File: config.mk
export PLATFORM = sky130hd
export DESIGN_NAME = ax_btb_update_queue
export DESIGN_NICKNAME = d
export VERILOG_FILES = /design/src/rtl/FetchUnitTypes.sv /design/src/rtl/ax_btb_bank_drain_select.sv /design/src/rtl/ax_btb_update_queue.sv
export SDC_FILE = /design/constraint.sdc
export NUM_CORES = 1
export LEC_CHECK = 0
export BUFFER_PORTS_ARGS = -buffer_cell sky130_fd_sc_hd__buf_2
export CAP_MARGIN = 40
export CORE_ASPECT_RATIO = 2
export CORE_MARGIN = 2
export CORE_UTILIZATION = 55
export DETAILED_ROUTE_END_ITERATION = 8
export MAX_ROUTING_LAYER = met4
export PLACE_DENSITY_LB_ADDON = 0.08
export SLEW_MARGIN = 10
export SYNTH_ARGS = -nofsm -noshare
export SYNTH_HDL_FRONTEND = slang
export SYNTH_SLANG_ARGS = --single-unit
File: constraint.sdc
create_clock -name clk -period 7.7 [get_ports clk]
set_clock_uncertainty 0.15 [all_clocks]
set_input_delay 0.385 -clock clk [delete_from_list [all_inputs] [get_ports clk]]
set_output_delay 0.385 -clock clk [all_outputs]
set_load 0.02 [all_outputs]
File: src/rtl/FetchUnitTypes.sv
// Shared types for the approximate-BCC BTB update path: queued entry layout
// and the bank mapping used by both the update queue and the BTB.
package FetchUnitTypes;

    localparam int AXBTB_PC_WIDTH  = 32;
    localparam int AXBTB_BANK_BITS = 1;

    typedef struct packed {
        logic [AXBTB_PC_WIDTH-1:0] brAddr;
        logic [AXBTB_PC_WIDTH-1:0] nextAddr;
        logic                      isCondBr;
    } AXBTBUpdateEntry;

    function automatic logic [AXBTB_BANK_BITS-1:0] ToAXBTB_Bank(
        input logic [AXBTB_PC_WIDTH-1:0] addr
    );
        return addr[AXBTB_BANK_BITS+1:2];
    endfunction

endpackage

File: src/rtl/ax_btb_bank_drain_select.sv
// Picks the longest in-order run of head entries whose BTB banks are pairwise
// distinct; the first conflict ends the run so writes never reorder.
module ax_btb_bank_drain_select
    import FetchUnitTypes::*;
#(
    parameter int LANES = 2
) (
    input  logic [AXBTB_BANK_BITS-1:0] bank_i    [LANES],
    input  logic [LANES-1:0]           valid_i,
    output logic [LANES-1:0]           sel_o,
    output logic [$clog2(LANES+1)-1:0] pop_cnt_o
);

    localparam int NW = $clog2(LANES + 1);

    logic stop;

    always_comb begin
        sel_o = '0;
        stop  = 1'b0;
        for (int k = 0; k < LANES; k++) begin
            if (!valid_i[k]) stop = 1'b1;
            for (int j = 0; j < k; j++) begin
                if (bank_i[j] == bank_i[k]) stop = 1'b1;
            end
            if (!stop) sel_o[k] = 1'b1;
        end
    end

    always_comb begin
        pop_cnt_o = '0;
        for (int k = 0; k < LANES; k++) begin
            if (sel_o[k]) pop_cnt_o = pop_cnt_o + NW'(1);
        end
    end

endmodule

File: src/rtl/ax_btb_update_queue.sv
// In-order staging FIFO between branch-result lanes and the AP-BCC BTB write
// ports: filters, dedups, buffers, and drains bank-conflict-free groups.
module ax_btb_update_queue
    import FetchUnitTypes::*;
#(
    parameter int LANES     = 2,
    parameter int DEPTH     = 8,
    parameter int PC_WIDTH  = AXBTB_PC_WIDTH,
    parameter int BANK_BITS = AXBTB_BANK_BITS
) (
    input  logic                   clk,
    input  logic                   rst,
    input  logic                   resValid    [LANES],
    input  logic                   resTaken    [LANES],
    input  logic                   resIsApBCC  [LANES],
    input  logic                   resIsCondBr [LANES],
    input  logic [PC_WIDTH-1:0]    resBrAddr   [LANES],
    input  logic [PC_WIDTH-1:0]    resNextAddr [LANES],
    input  logic                   hold,
    output logic                   wValid      [LANES],
    output logic [PC_WIDTH-1:0]    wAddr       [LANES],
    output logic [PC_WIDTH-1:0]    wTarget     [LANES],
    output logic                   wIsCondBr   [LANES],
    output logic [$clog2(DEPTH):0] count,
    output logic                   full,
    output logic                   empty,
    output logic [15:0]            dropCount
);

    localparam int PW = $clog2(DEPTH);
    localparam int CW = PW + 1;
    localparam int NW = $clog2(LANES + 1);

    // Entry layout and bank mapping come from the shared package.
    if (PC_WIDTH != AXBTB_PC_WIDTH || BANK_BITS != AXBTB_BANK_BITS) begin : g_cfg_check
        $error("PC_WIDTH/BANK_BITS must match FetchUnitTypes");
    end

    AXBTBUpdateEntry            mem_q [DEPTH];
    logic [PW-1:0]              head_q, tail_q;
    logic [CW-1:0]              count_q, count_d;
    logic [15:0]                drop_q, drop_d;

    logic [LANES-1:0]           elig, survive, wr_en;
    logic [PW-1:0]              wr_idx [LANES];
    logic [CW-1:0]              free, push_n, drop_n;

    AXBTBUpdateEntry            head_ent  [LANES];
    logic [AXBTB_BANK_BITS-1:0] head_bank [LANES];
    logic [LANES-1:0]           head_vld, sel;
    logic [NW-1:0]              pop_n;
    logic [16:0]                drop_sum;

    always_comb begin
        for (int i = 0; i < LANES; i++) begin
            elig[i] = resValid[i] & resTaken[i] & resIsApBCC[i];
        end
    end

    // Same-PC results in one cycle: only the youngest lane survives.
    always_comb begin
        survive = elig;
        for (int i = 0; i < LANES; i++) begin
            for (int j = i + 1; j < LANES; j++) begin
                if (elig[j] && resBrAddr[j] == resBrAddr[i]) survive[i] = 1'b0;
            end
        end
    end

    // Space is judged on start-of-cycle occupancy; same-cycle pops do not help.
    always_comb begin
        free   = CW'(DEPTH) - count_q;
        push_n = '0;
        drop_n = '0;
        wr_en  = '0;
        for (int i = 0; i < LANES; i++) begin
            wr_idx[i] = tail_q + push_n[PW-1:0];
            if (survive[i]) begin
                if (push_n < free) begin
                    wr_en[i] = 1'b1;
                    push_n   = push_n + CW'(1);
                end else begin
                    drop_n   = drop_n + CW'(1);
                end
            end
        end
    end

    always_comb begin
        for (int k = 0; k < LANES; k++) begin
            head_ent[k]  = mem_q[head_q + PW'(k)];
            head_bank[k] = ToAXBTB_Bank(head_ent[k].brAddr);
            head_vld[k]  = !hold && (CW'(k) < count_q);
        end
    end

    ax_btb_bank_drain_select #(
        .LANES(LANES)
    ) u_drain_sel (
        .bank_i   (head_bank),
        .valid_i  (head_vld),
        .sel_o    (sel),
        .pop_cnt_o(pop_n)
    );

    always_comb begin
        for (int k = 0; k < LANES; k++) begin
            wValid[k]    = sel[k];
            wAddr[k]     = sel[k] ? head_ent[k].brAddr   : '0;
            wTarget[k]   = sel[k] ? head_ent[k].nextAddr : '0;
            wIsCondBr[k] = sel[k] & head_ent[k].isCondBr;
        end
    end

    always_comb begin
        count_d  = count_q + push_n - CW'(pop_n);
        drop_sum = {1'b0, drop_q} + 17'(drop_n);
        drop_d   = drop_sum[16] ? 16'hFFFF : drop_sum[15:0];
    end

    always_ff @(posedge clk or posedge rst) begin
        if (rst) begin
            head_q  <= '0;
            tail_q  <= '0;
            count_q <= '0;
            drop_q  <= '0;
        end else begin
            head_q  <= head_q + PW'(pop_n);
            tail_q  <= tail_q + push_n[PW-1:0];
            count_q <= count_d;
            drop_q  <= drop_d;
        end
    end

    always_ff @(posedge clk) begin
        for (int i = 0; i < LANES; i++) begin
            if (wr_en[i]) begin
                mem_q[wr_idx[i]] <= '{brAddr:   resBrAddr[i],
                                      nextAddr: resNextAddr[i],
                                      isCondBr: resIsCondBr[i]};
            end
        end
    end

    assign count     = count_q;
    assign full      = (count_q == CW'(DEPTH));
    assign empty     = (count_q == '0);
    assign dropCount = drop_q;

endmodule

### After elaboration in Yosys (flattened, before gate mapping)

Memory sizes are Yosys's and may differ from the RTL's.
Index checks and enable logic that the tools add are counted.

* flip-flop bits (word level): 26
* memory bits (writable): 520
* output and inout port bits: 154
* logic and storage cells: 63
* memories: 1

Memories
* mem_q: depth 8, width 65, rd ports 2, clocked after Yosys merged registers in 0, write ports 2, line ax_btb_update_queue.sv:39 `AXBTBUpdateEntry mem_q [DEPTH];`

* add/sub/neg operators: 11
* magnitude comparators: 4
* eq/ne operators: 3
* mux-type cells: 29
* bitwise logic cells: 6
* reduce and logical (&&, ||, !) cells: 5

Operators with widths (number)
* $mux 32: 4
* $eq 32x32->1: 1
* $mux 1: 19
* $add 16x4->17: 1
* $mux 16: 1
* $mux 4: 4
* $lt 1x4->1 const A: 3
* $add 4x1->4 const B: 2
* $add 3x3->3: 2
* $and 1x1->1: 6
* $add 4x4->4: 1
* $eq 4x4->1 const B: 1
* $logic_not 4->1: 1
* $lt 4x4->1: 1
* $sub 4x2->4: 1
* $sub 4x4->4 const A: 1
* $add 3x1->3 const B: 1
* $add 3x2->3: 1
* $logic_and 1x1->1: 3
* $add 1x1->2 const B: 1
* $mux 2: 1
* $eq 1x1->1: 1
* $logic_not 1->1: 1

### Logic depth before layout (Yosys ltp)

Gate-level depths: netlist of run 1.

* word-level depth: 10
* depth in mapped cells: 20

### Hierarchy

From an unflattened synthesis of run 1, not the netlist that was laid out.

* cell total of the unflattened synthesis: 2089
* area total of the unflattened synthesis: 32623.8 µm²

By module, submodules not included
* ax_btb_update_queue: instances 1, cells an instance 2085, area each 32588.8 µm²
* ax_btb_bank_drain_select: instances 1, cells an instance 4, area each 35.0 µm²

### Worst setup path after synthesis of run 1

OpenSTA, ideal clock, no wires.

* kind: flip-flop to flip-flop
* start point: register count_q[0] (netlist: count[0])
* end point: memory mem_q[4][0] (netlist bit), enable pin
* library setup time: 0.584 ns
* arrival: 6.727 ns
* required time: 6.966 ns
* slack: 0.238 ns
* stages on the path, launching flop included: 7
* buffers on the path: 0
* clock period less this slack: 7.462 ns
* cells stage by stage: dfrtp_1 -> or3_1 -> a41oi_1 -> nand2b_1 -> nand2_1 -> or3b_2 -> o31ai_1

RTL lines
* start: declaration: line ax_btb_update_queue.sv:41 `logic [CW-1:0] count_q, count_d;`
* start signal: assignment: line ax_btb_update_queue.sv:130 `count_q <= count_d;`
* end: declaration: line ax_btb_update_queue.sv:39

==> summary.txt, run 1 <==
Cells and area
  – NumNets Final: 2445
  – Multi-input logic area: 16300 sq um
  – Finished Core Util: 61.8%
  – Area grow syn2layout: 11.7%
  – Post-route cell area: 37500 sq um
  – # fillers: 4604
  – Register Area: 16300 sq um
  – Layout cells sized above 1: 53.2%

Die
  – I/O pin count: 293
  – Placeable Area: 60700 sq um
  – Die ar.: 63200 sq um
  – Die Height: 354 microns
  – Row cnt: 128
  – Initial core utilization: 55.4%
  – Die width: 179 microns

Worst hold path
  – Hold Path Sink: mem_q[5][6]
  – Hold Path Depth: 2
  – Hold Path Class: primary input to flip-flop
  – Min-delay src: resNextAddr[37]

STA
  – RSZ-0062 raised after global routing: false
  – Final Max Slew Viols: 0
  – Final hold viol count: 0
  – Final setup violating endpoints: 0
  – Final Worst Setup Slack: 2.18 ns
  – Max transition margin: 43.6%
  – Final period util: 71.7%
  – Worst Tran Pin Value: 0.846 ns
  – Worst Hold Slack: 0.0550 ns
  – Final TNS setup: 0 ns
  – Min Tclk post-route: 5.52 ns
  – Max Fclk: 181 MHz

Drt
  – DR vias: 20400
  – Met2 WL post-DR: 50700 microns
  – First DRT Iteration DRCs: 1580
  – M1 WL: 36300 microns
  – Post-DRT Antenna Nets: 0
  – Via-to-Cell Ratio: 6.53
  – Wire length on met3: 6240 microns
  – DR top layer: met4
  – Wire per inst: 31.0 microns
  – DRC: 0
  – WL final: 96600 microns
  – Drt first pass iters: 5

Yosys
  – Top post-synthesis cells by area: edfxtp_1, mux4_2, mux2_4
  – Top cells by count, synth: edfxtp_1, mux2_4, mux4_2
  – Register area share after synthesis: 48.4%
  – Distinct cells, synth: 44
  – Post-synth EDFFs: 520
  – Yosys top cell area share: 46.5%
  – Register bit total from synthesis: 546
  – Synthesized cell area: 33600 sq um
  – Post-synth ARST share: 4.76%
  – Most frequent cell after synthesis: edfxtp_1
  – Synth area leader: edfxtp_1
  – Avg Cell Area, Syn: 16.0 sq um
  – Synthesized netlist net count: 2256
  – Primary flip-flop cell chosen by synthesis mapping: edfxtp_1
  – Ys Warns: 0
  – Post-Synthesis Cells: 2094

Critical path
  – Req. time, crit path: 7.16 ns
  – CP max stage cell: dfrtp_4
  – Register-to-Register Setup Slack: 2.56 ns
  – Worst R2R End: mem_q[6][6]
  – Kind of critical path: flip-flop to primary output
  – FF-to-FF path depth: 16
  – Worst path cell trace: ha_4 > mux4_2 > mux2i_1 > xor2_1 > nand2_4 > buf_4 > a21oi_1 > buf_2
  – Crit end category: primary output
  – Startpoint types: flip-flop
  – CP delay by family, top: multiplexers
  – Crit path buffers/inverters: 2
  – RR Startpoint: count[0]
  – Worst-path maximum fanout: 42
  – Critical path arrival: 4.99 ns
  – Crit-path max cell delay: 0.90 ns

Clock network
  – CTS Root Cell: clkbuf_16
  – Clock-pin slew on the worst setup and hold paths: 0.06 ns
  – CTS tree: built
  – CTS Sinks: 546
  – Clock buffer depth: 3
  – Clk Latency, worst-skew pair: 0.60 ns
  – Post-CTS Setup Inserts: 0
  – Inserted Clock Buffers: 51
  – Number of H-tree levels: 2

Power
  – PwrDens: 354 nW/um^2
  – Peak supply drop: 444 uV
  – Leak Pwr: 14.8 nW

Global routing
  – Total GRT Usage: 31.5%
  – Antenna violations before repair: 18
  – Pin count of the biggest net entering global routing: 66
  – Global route overflow: 0
  – First-pass GRT wire length: 140000 microns
  – Number of global-route vias before repair: 21900

Placed design
  – Place WS: 1.96 ns
  – Port Buffer Count: 292
  – Hpwl dp: 58100 microns
  – RePlAce Congestion: 0.857
  – Area after DPL: 35800 sq um

Flow run
  – Max Cap Viol: 0

Run status
  – Outcome: completed
how the worst max path moves through the flow:
| stage | end | from | cells past startpoint |
|---|---|---|---|
| 6_report | wAddr[13] | head_q[0] | 8 |
| 5_1_grt | wAddr[13] | head_q[0] | 8 |
| 4_1_cts | wAddr[27] | head_q[0] | 8 |
| 3_5_place_dp | mem_q[6][2] | resBrAddr[18] | 15 |
| 3_3_place_gp | mem_q[6][12] | resBrAddr[18] | 15 |
| 2_1_floorplan | mem_q[4][0] | count[0] | 6 |
report_power, final:
part	internal, mW	switching (mW)	total, mW
Clock	1.39	1.12	2.51
Combinational	2.99	3.95	6.94
Sequential	3.60	0.245	3.84
cells in the final DEF (no fill, tap or decap), types with 4 or more instances in the layout:
| cell | count |
|---|---|
| edfxtp_1 | 520 |
| mux2_4 | 312 |
| buf_2 | 292 |
| mux4_2 | 260 |
| mux2_2 | 210 |
| nand2_1 | 155 |
| nor2_1 | 86 |
| a21oi_1 | 68 |
| mux2i_1 | 66 |
| clkbuf_16 | 53 |
| xor2_1 | 42 |
| buf_4 | 40 |
| dfrtp_1 | 23 |
| inv_1 | 21 |
| diode_2 | 18 |
| ha_1 | 17 |
| nor3_1 | 11 |
| buf_12 | 11 |
| clkinv_1 | 10 |
| clkinv_2 | 9 |
| clkbuf_1 | 9 |
| a21oi_4 | 8 |
| buf_16 | 8 |
| nand2b_1 | 7 |
| xnor2_1 | 7 |
| nand3_1 | 6 |
| o21ai_4 | 6 |
| nand4_1 | 5 |
| fa_1 | 5 |
| nor4_1 | 4 |
| clkbuf_8 | 4 |
stage by stage:
stage / cells / power, mW
floorplan: 2094 / 8.65
global placement: 2994 / 10.6
detailed placement: 3008 / 10.8
CTS: 3099 / 13.3
global route: 3117 / 13.9
finish: 3118 / 13.3
sequential cells by signal, indices dropped and copies added (netlist names):
name / flops
mem_q: 520
tail_q: 3
dropCount: 16
head_q: 3
count: 4
layout make-up:
class                           count  share of cell area, %
Antenna cell                       18                  0.120
Clock buffer                       66                   3.77
Clock inverter                     24                  0.500
Inverter                           21                  0.210
Multi-Input combinational cell   1310                   43.5
Sequential cell                   546                   43.4
Tap cell                          780                   2.60
Timing Repair Buffer              353                   5.93
timing repair:
action | in CTS | in global routing
hold buffers | 1 | 0
setup endpoints to repair | 0 | 0
endpoints found under the hold margin | 9 | 0
resized for setup | 0 | 0
kinds of logic (layout without fill, tap and decap cells):
logic type               count (synthesis)  in the layout  synth area share (%)
AO/OA/AOI/OAI                           96             96                  1.52
XOR/XNOR                                51             51                  1.33
adder cells (fa/ha/maj)                 23             23                 0.968
buffers and inverters                  238            464                  3.73
flip-flops                             546            546                  48.4
multiplexers                           848            848                  40.4
other                                    0             18                     0
AND/OR/NAND/NOR                        292            292                  3.67
layer usage:
layer	up-vias	global-route usage, %
met3	176	5.10
met4	0	11.2
met5	-	-
li1	8611	-
met2	837	54.4
met1	10800	37.1
worst reg2reg max path: stages (launching register included):
cell and delay (ns):
dfrtp_1 0.52, inv_1 0.14, ha_1 0.28, nor3b_1 0.21
a41oi_1 0.13, nand2b_1 0.28, nand2_1 0.12, nor2_1 0.07
ha_1 0.21, ha_1 0.22, xor2_1 0.20, nand2_1 0.18
nor3_1 0.11, a21oi_4 0.20, buf_4 0.65, buf_4 0.78
mux2_2 0.45
No activity file was read; power rests on OpenSTA's default activity.
==> run 2, diff against run 1 <==
==> constraint.sdc (replaced) <==
create_clock -name clk -period 4.63 [get_ports clk]
set_clock_uncertainty 0.15 [all_clocks]
set_input_delay 0.2315 -clock clk [delete_from_list [all_inputs] [get_ports clk]]
set_output_delay 0.2315 -clock clk [all_outputs]
set_load 0.02 [all_outputs]
==> run 2 against run 1 <==
- clock-buffer cell count shrank 3
- clock power up 72%
- non-clock buffer count is 272 higher
- combinational power increased by 74%
- sequential share of layout area fell by 3.3 points
- die area stayed put
- power up 71%
- final area rose by 8.3%
- first-iteration DRC count increased by 5.6%
- setup slack got worse by 2.0 ns
- hold slack got worse by 0.0021 ns
==> summary.txt, run 2 (synthesized netlist as in run 1, its figures left out) <==
Critical path
  – CP max stage cell: dlygate4sd3_1
  – Worst-path maximum fanout: 17 (-60%)
  – CP endpoint: mem_q[4][31]
  – Crit end category: flip-flop
  – Startpoint types: primary input
  – Crit-path max cell delay: 0.55 ns (-0.35 ns)
  – Register-to-Register Setup Slack: 0.21 ns (-2.35 ns)
  – Critical path arrival: 4.66 ns (-0.33 ns)
  – Worst R2R End: mem_q[2][7]
  – Worst setup startpoint: resBrAddr[9]
  – RR Startpoint: count[0]
  – Worst path cell trace: dlygate4sd3_1 > buf_2 > xor2_1 > nor4_1 > buf_4 > nand3_1 > nor3_2 > buf_4 > nor2_1 > ha_1 > ha_1 > xor2_1 > nand2b_1 > nor2_1 > a21oi_4 > buf_12 > mux2_4 > dlygate4sd3_1
  – FF-to-FF path depth: 16 (unchanged)
  – Req. time, crit path: 4.84 ns (-2.32 ns)
  – Kind of critical path: primary input to flip-flop

Drt
  – Drt first pass iters: 5 (unchanged)
  – DR vias: 21500 (+5.3%)
  – Wire per inst: 29.5 microns (-4.8%)
  – Post-DRT Antenna Nets: 0 (unchanged)
  – WL final: 99700 microns (+3.2%)
  – First DRT Iteration DRCs: 1668 (+5.6%)
  – Via-to-Cell Ratio: 6.35 (-2.8%)
  – DRC: 0 (unchanged)

Global routing
  – Met2 Use GR: 56.4% (+2.1 points)
  – Antenna violations before repair: 7 (-11)
  – Met3 track demand over resource: 3.89% (-1.2 points)
  – Most utilized layer in the global route result: met2
  – Number of global-route vias before repair: 23200 (+5.7%)
  – Met1 usage: 38.5% (+1.3 points)
  – Global route overflow: 0 (unchanged)
  – Pin count of the biggest net entering global routing: 132 (+100%)
  – Total GRT Usage: 32.4% (+0.88 points)
  – First-pass GRT wire length: 145000 microns (+3.8%)

Worst hold path
  – Hold Path Class: primary input to async pin

STA
  – Worst Tran Pin Value: 1.05 ns (+0.201 ns)
  – Min Tclk post-route: 4.45 ns
  – Final Max Slew Viols: 0 (unchanged)
  – RSZ-0062 raised after global routing: true
  – Final hold viol count: 0 (unchanged)
  – Final setup violating endpoints: 0 (unchanged)
  – Max Fclk: 224 MHz
  – Final period util: 96.2%
  – Max transition margin: 30.2% (-13 points)

Die
  – I/O pin count: 293 (unchanged)
  – Initial core utilization: 55.4% (unchanged)
  – Row cnt: 128 (unchanged)
  – Placeable Area: 60700 sq um (unchanged)
  – Die width: 179 microns (unchanged)
  – Die ar.: 63200 sq um (unchanged)
  – Die Height: 354 microns (unchanged)

Power
  – PwrDens: 558 nW/um^2 (+58%)
  – Leak Pwr: 16.2 nW (+9.5%)
  – Peak supply drop: 647 uV (+46%)
  – Power, Total: 22.7 mW (+71%)

Cells and area
  – Layout cells sized above 1: 51.2% (-2.0 points)
  – Leading cell types in the layout, fill and taps excluded: edfxtp_1, mux2_4, buf_2, mux4_2, mux2_2
  – Leading cell type in the layout, fill and taps excluded: edfxtp_1
  – Largest register FFs: 520 (unchanged)
  – Finished Core Util: 66.9% (+5.1 points)
  – NumNets Final: 2716 (+11%)
  – Area grow syn2layout: 20.9%

Clock network
  – Inserted Clock Buffers: 50 (-2.0%)
  – Number of H-tree levels: 2 (unchanged)
  – CTS Sinks: 546 (unchanged)
  – CTS Root Cell: clkbuf_16
  – Clk Latency, worst-skew pair: 0.60 ns (about the same)
  – Clock-pin slew on the worst setup and hold paths: 0.07 ns (about the same)
  – Clock buffer depth: 3 (unchanged)
  – CTS tree: built

Run status
  – Outcome: completed

Placed design
  – Hpwl dp: 60400 microns (+4.0%)
  – Port Buffer Count: 292 (unchanged)
  – RePlAce Congestion: 0.848 (-1.1%)

Flow run
  – Max Cap Viol: 0 (unchanged)
[run 2: how the worst min path moves through the flow]
stage	cells past startpoint	start	end
2_1_floorplan	1	rst	count[0]
3_3_place_gp	2	rst	dropCount[12]
3_5_place_dp	2	rst	dropCount[12]
4_1_cts	3	rst	dropCount[12]
5_1_grt	3	rst	dropCount[10]
6_report	3	rst	dropCount[10]
[run 2: through the flow]
step / setup WS [ns] / instance area [sq um] / hold slack, ns / std cells / TNS [ns]
CTS: 0.00406 / 40200 / 0.0104 / 3343 / 0
global placement: 0.460 / 36400 / 0.382 / 3050 / 0
finish: 0.176 / 40600 / 0.0529 / 3380 / 0
floorplan: -0.862 / 33600 / 0.122 / 2094 / -220.71
detailed placement: 0.318 / 36500 / 0.107 / 3055 / 0
global route: -0.00837 / 40600 / 0.0696 / 3380 / -0.0142
[run 2: repair_timing]
item	CTS	global route
resized for setup	0	14
hold endpoints to repair	546	0
setup endpoints to repair	0	65
hold buffers	196	0
buffers inserted	0	23
[run 2: cell type report]
| cell class | count | area (sq um) |
|---|---|---|
| Fill cell | 4267 | 20100 |
| Multi-Input combinational cell | 1310 | 16400 |
| Sequential cell | 546 | 16300 |
| Timing Repair Buffer | 625 | 5240 |
| Clock buffer | 63 | 1360 |
| Tap cell | 780 | 976 |
| Clock inverter | 29 | 300 |
| Inverter | 21 | 78.8 |
| Antenna cell | 6 | 15.0 |
[run 2: layer usage]
layer	vias to the layer above	wire [microns]
li1	9146	-
met1	11200	36600
met2	916	53000
met3	198	6420
met4	0	3710
met5	-	0
[run 2: power breakdown]
group | internal [mW] | leakage [nW] | switching, mW
clock network | 2.42 | 0.812 | 1.90
logic | 5.27 | 10.3 | 6.79
registers | 5.98 | 5.03 | 0.301
[run 2: critical path, delay by kind of cell]
family	cells	cell delay, ns
AO/OA/AOI/OAI	1	0.45
XOR/XNOR	2	0.43
adder cells (fa/ha/maj)	2	0.39
buffers and inverters	6	1.83
multiplexers	1	0.32
AND/OR/NAND/NOR	6	0.96
==> run 3, diff against run 2 <==
--- a/config.mk
+++ b/config.mk
@@ -8,7 +8,6 @@
 export BUFFER_PORTS_ARGS = -buffer_cell sky130_fd_sc_hd__buf_2
 export CAP_MARGIN = 40
 export CORE_ASPECT_RATIO = 2
-export CORE_MARGIN = 2
 export CORE_UTILIZATION = 55
 export DETAILED_ROUTE_END_ITERATION = 8
 export MAX_ROUTING_LAYER = met4
==> run 3 against run 2 <==
- utilization is 0.50 points lower
- clock-buffer cell count rose by 1
- critical path type unchanged
- highest routed layer unchanged
- wire length is 0.93% lower
- sequential share of layout area increased by 0.62 points
==> summary.txt, run 3 (synthesized netlist as in run 1, its figures left out) <==
Run status
  – Outcome: completed

Power
  – NetSw: 8.95 mW (-0.53%)
  – Logic pwr share: 53.0% (-0.2 points)
  – Power, Total: 22.4 mW (-1.2%)
  – PwrDens: 560 nW/um^2 (+0.35%)
  – P_int: 13.4 mW (-1.6%)
  – Clk pwr share: 18.9% (-0.2 points)
  – Leak Pwr: 15.9 nW (-1.9%)
  – Sequential fraction of design power: 28.1% (+0.4 points)
  – Peak supply drop: 761 uV (+18%)
  – Switching Share: 40.0% (+0.26 points)

Global routing
  – Total GRT Usage: 32.8% (+0.41 points)
  – Antenna violations before repair: 8 (+1)
  – Pin count of the biggest net entering global routing: 157 (+19%)
  – First-pass GRT wire length: 143000 microns (-1.1%)
  – Global route overflow: 0 (unchanged)
  – Number of global-route vias before repair: 22900 (-1.2%)

Drt
  – Wire per inst: 29.7 microns (+0.83%)
  – First DRT Iteration DRCs: 1749 (+4.9%)
  – DR top layer: met4
  – WL final: 98700 microns (-0.93%)
  – Drt first pass iters: 5 (unchanged)
  – Post-DRT Antenna Nets: 0 (unchanged)
  – DR vias: 21300 (-0.75%)
  – M1 WL: 36500 microns (-0.18%)
  – Wire length on met3: 5730 microns (-11%)
  – Met2 WL post-DR: 52600 microns (-0.68%)
  – Via-to-Cell Ratio: 6.41 (+1.0%)
  – DRC: 0 (unchanged)

Die
  – Die width: 177 microns (-1.1%)
  – I/O pin count: 293 (unchanged)
  – Placeable Area: 60200 sq um (-0.78%)
  – Row cnt: 127 (-0.78%)
  – Initial core utilization: 55.8% (+0.44 points)
  – Die ar.: 62100 sq um (-1.7%)
  – Die Height: 352 microns (-0.57%)

Critical path
  – Critical path arrival: 4.73 ns (+0.07 ns)
  – Register-to-Register Setup Slack: 0.19 ns (-0.02 ns)
  – Req. time, crit path: 4.83 ns (about the same)
  – Worst-path maximum fanout: 35 (+18)
  – CP delay by family, top: buffers and inverters
  – Crit path buffers/inverters: 5 (-1)
  – Kind of critical path: primary input to flip-flop
  – FF-to-FF path depth: 16 (unchanged)
  – CP max stage cell: dlygate4sd3_1
  – Worst R2R End: mem_q[5][20]
  – Startpoint types: primary input
  – Worst path cell trace: dlygate4sd3_1 > buf_2 > xor2_1 > nor4_1 > nand2_1 > nor3_4 > buf_4 > nor2_1 > ha_1 > ha_1 > xor2_1 > nand2b_1 > nor2_1 > a21oi_4 > buf_12 > mux2_2 > dlygate4sd3_1
  – Crit end category: flip-flop
  – Crit-path max cell delay: 0.55 ns (about the same)
  – RR Startpoint: count[1]

STA
  – Final Worst Setup Slack: 0.105 ns (-0.0710 ns)
  – Final period util: 97.7% (+1.5 points)
  – Final Max Slew Viols: 0 (unchanged)
  – Worst Hold Slack: 0.217 ns (+0.164 ns)
  – Final hold viol count: 0 (unchanged)
  – Worst Tran Pin Value: 1.14 ns (+0.0957 ns)
  – Final setup violating endpoints: 0 (unchanged)
  – Max transition margin: 23.8% (-6.4 points)
  – Min Tclk post-route: 4.53 ns (+0.0710 ns)
  – Max Fclk: 221 MHz (-1.6%)

Worst hold path
  – Min-delay src: resIsApBCC[1]
  – Hold Path Sink: tail_q[0]
  – Hold Path Depth: 5
  – Hold Path Class: primary input to flip-flop

Clock network
  – Clock buffer depth: 3 (unchanged)
  – Clock-pin slew on the worst setup and hold paths: 0.07 ns (about the same)
  – Inserted Clock Buffers: 49 (-2.0%)
  – Number of H-tree levels: 2 (unchanged)
  – CTS tree: built
  – CTS Sinks: 546 (unchanged)
  – Clk Latency, worst-skew pair: 0.60 ns (about the same)
  – CTS Root Cell: clkbuf_16

Cells and area
  – Finished Core Util: 66.4% (-0.50 points)
  – Layout cells sized above 1: 50.3% (-0.92 points)
  – Area grow syn2layout: 19.1%
  – Leading cell types in the layout, fill and taps excluded: edfxtp_1, mux2_4, buf_2, mux4_2, mux2_2
  – Largest register FFs: 520 (unchanged)
  – Leading cell type in the layout, fill and taps excluded: edfxtp_1
  – NumNets Final: 2661 (-2.0%)

Placed design
  – RePlAce Congestion: 0.822 (-3.0%)
  – Port Buffer Count: 292 (unchanged)
  – Place WS: 0.284 ns (-0.0339 ns)
  – Hpwl dp: 58400 microns (-3.2%)

Flow run
  – Max Cap Viol: 0 (unchanged)
==> run 3: changes by cell type in the layout (fill, tap and decap cells not counted), moves of 2 or more <==
cell	previous run	this run
diode_2	6	9
clkbuf_16	57	55
buf_4	78	39
buf_16	6	2
clkbuf_1	8	10
buf_12	44	42
clkinv_2	10	12
dlygate4sd3_1	196	189
clkinvlp_4	3	0
==> run 3: metal layers <==
layer | global-route usage, % | vias up
met2 | 57.6 | 876
met3 | 3.62 | 190
met4 | 13.1 | 0
met5 | - | -
met1 | 38.2 | 11200
li1 | - | 9027
==> run 3: how the worst max path moves through the flow <==
stage / from / endpoint / slack [ns] / cells past startpoint
global route: resBrAddr[35] / mem_q[5][20] / -0.004 / 18
finish: resBrAddr[42] / mem_q[5][20] / 0.10 / 17
floorplan: count[0] / mem_q[5][0] / -0.86 / 6
detailed placement: resBrAddr[7] / dropCount[12] / 0.28 / 19
global placement: resBrAddr[23] / dropCount[12] / 0.30 / 19
CTS: resBrAddr[42] / mem_q[3][3] / 0.003 / 17
==> run 3: metrics by stage <==
| step | area (sq um) | TNS, ns | instances |
|---|---|---|---|
| 2_1_floorplan | 33600 | -220.71 | 2094 |
| 3_3_place_gp | 36200 | 0 | 3020 |
| 3_5_place_dp | 36300 | 0 | 3024 |
| 4_1_cts | 39800 | 0 | 3303 |
| 5_1_grt | 40000 | -0.00410 | 3320 |
| 6_report | 40000 | 0 | 3321 |
==> run 3: area by class of cell <==
class                   count  area, sq um
clock buffers              64         1360
inverters                  21         78.8
multi-input cells        1310        16400
flip-flops and latches    546        16300
repair buffers            571         4680
well taps                 774          968
clock inverters            26          254
fillers                  4281        20200
diodes                      9         22.5
==> run 3: power by group through the flow <==
stage | registers (mW) | clock network (mW) | logic (mW)
2_1_floorplan | 6.29 | 0 | 8.06
3_3_place_gp | 6.35 | 0 | 11.5
3_5_place_dp | 6.39 | 0 | 11.7
4_1_cts | 6.29 | 4.27 | 11.9
5_1_grt | 6.34 | 4.41 | 12.5
6_report | 6.30 | 4.23 | 11.9
==> run 3: worst reg2reg max path, stage by stage, from the launching register on <==
cell	delay, ns
dfrtp_1	0.41
inv_1	0.17
ha_1	0.27
nor3b_1	0.08
a41oi_2	0.26
nand2b_1	0.24
nand2_1	0.11
nor2_1	0.17
ha_1	0.17
ha_1	0.19
xor2_1	0.10
nand2b_1	0.20
nor2_1	0.10
a21oi_4	0.25
buf_12	0.36
mux2_2	0.42
dlygate4sd3_1	0.55
==> run 3: what timing repair did <==
action | 4_1_cts | 5_1_grt
setup buffers | 0 | 5
hold buffers | 189 | 0
gates resized for setup | 0 | 12
endpoints found under the hold margin | 546 | 0
setup endpoints to repair | 0 | 57
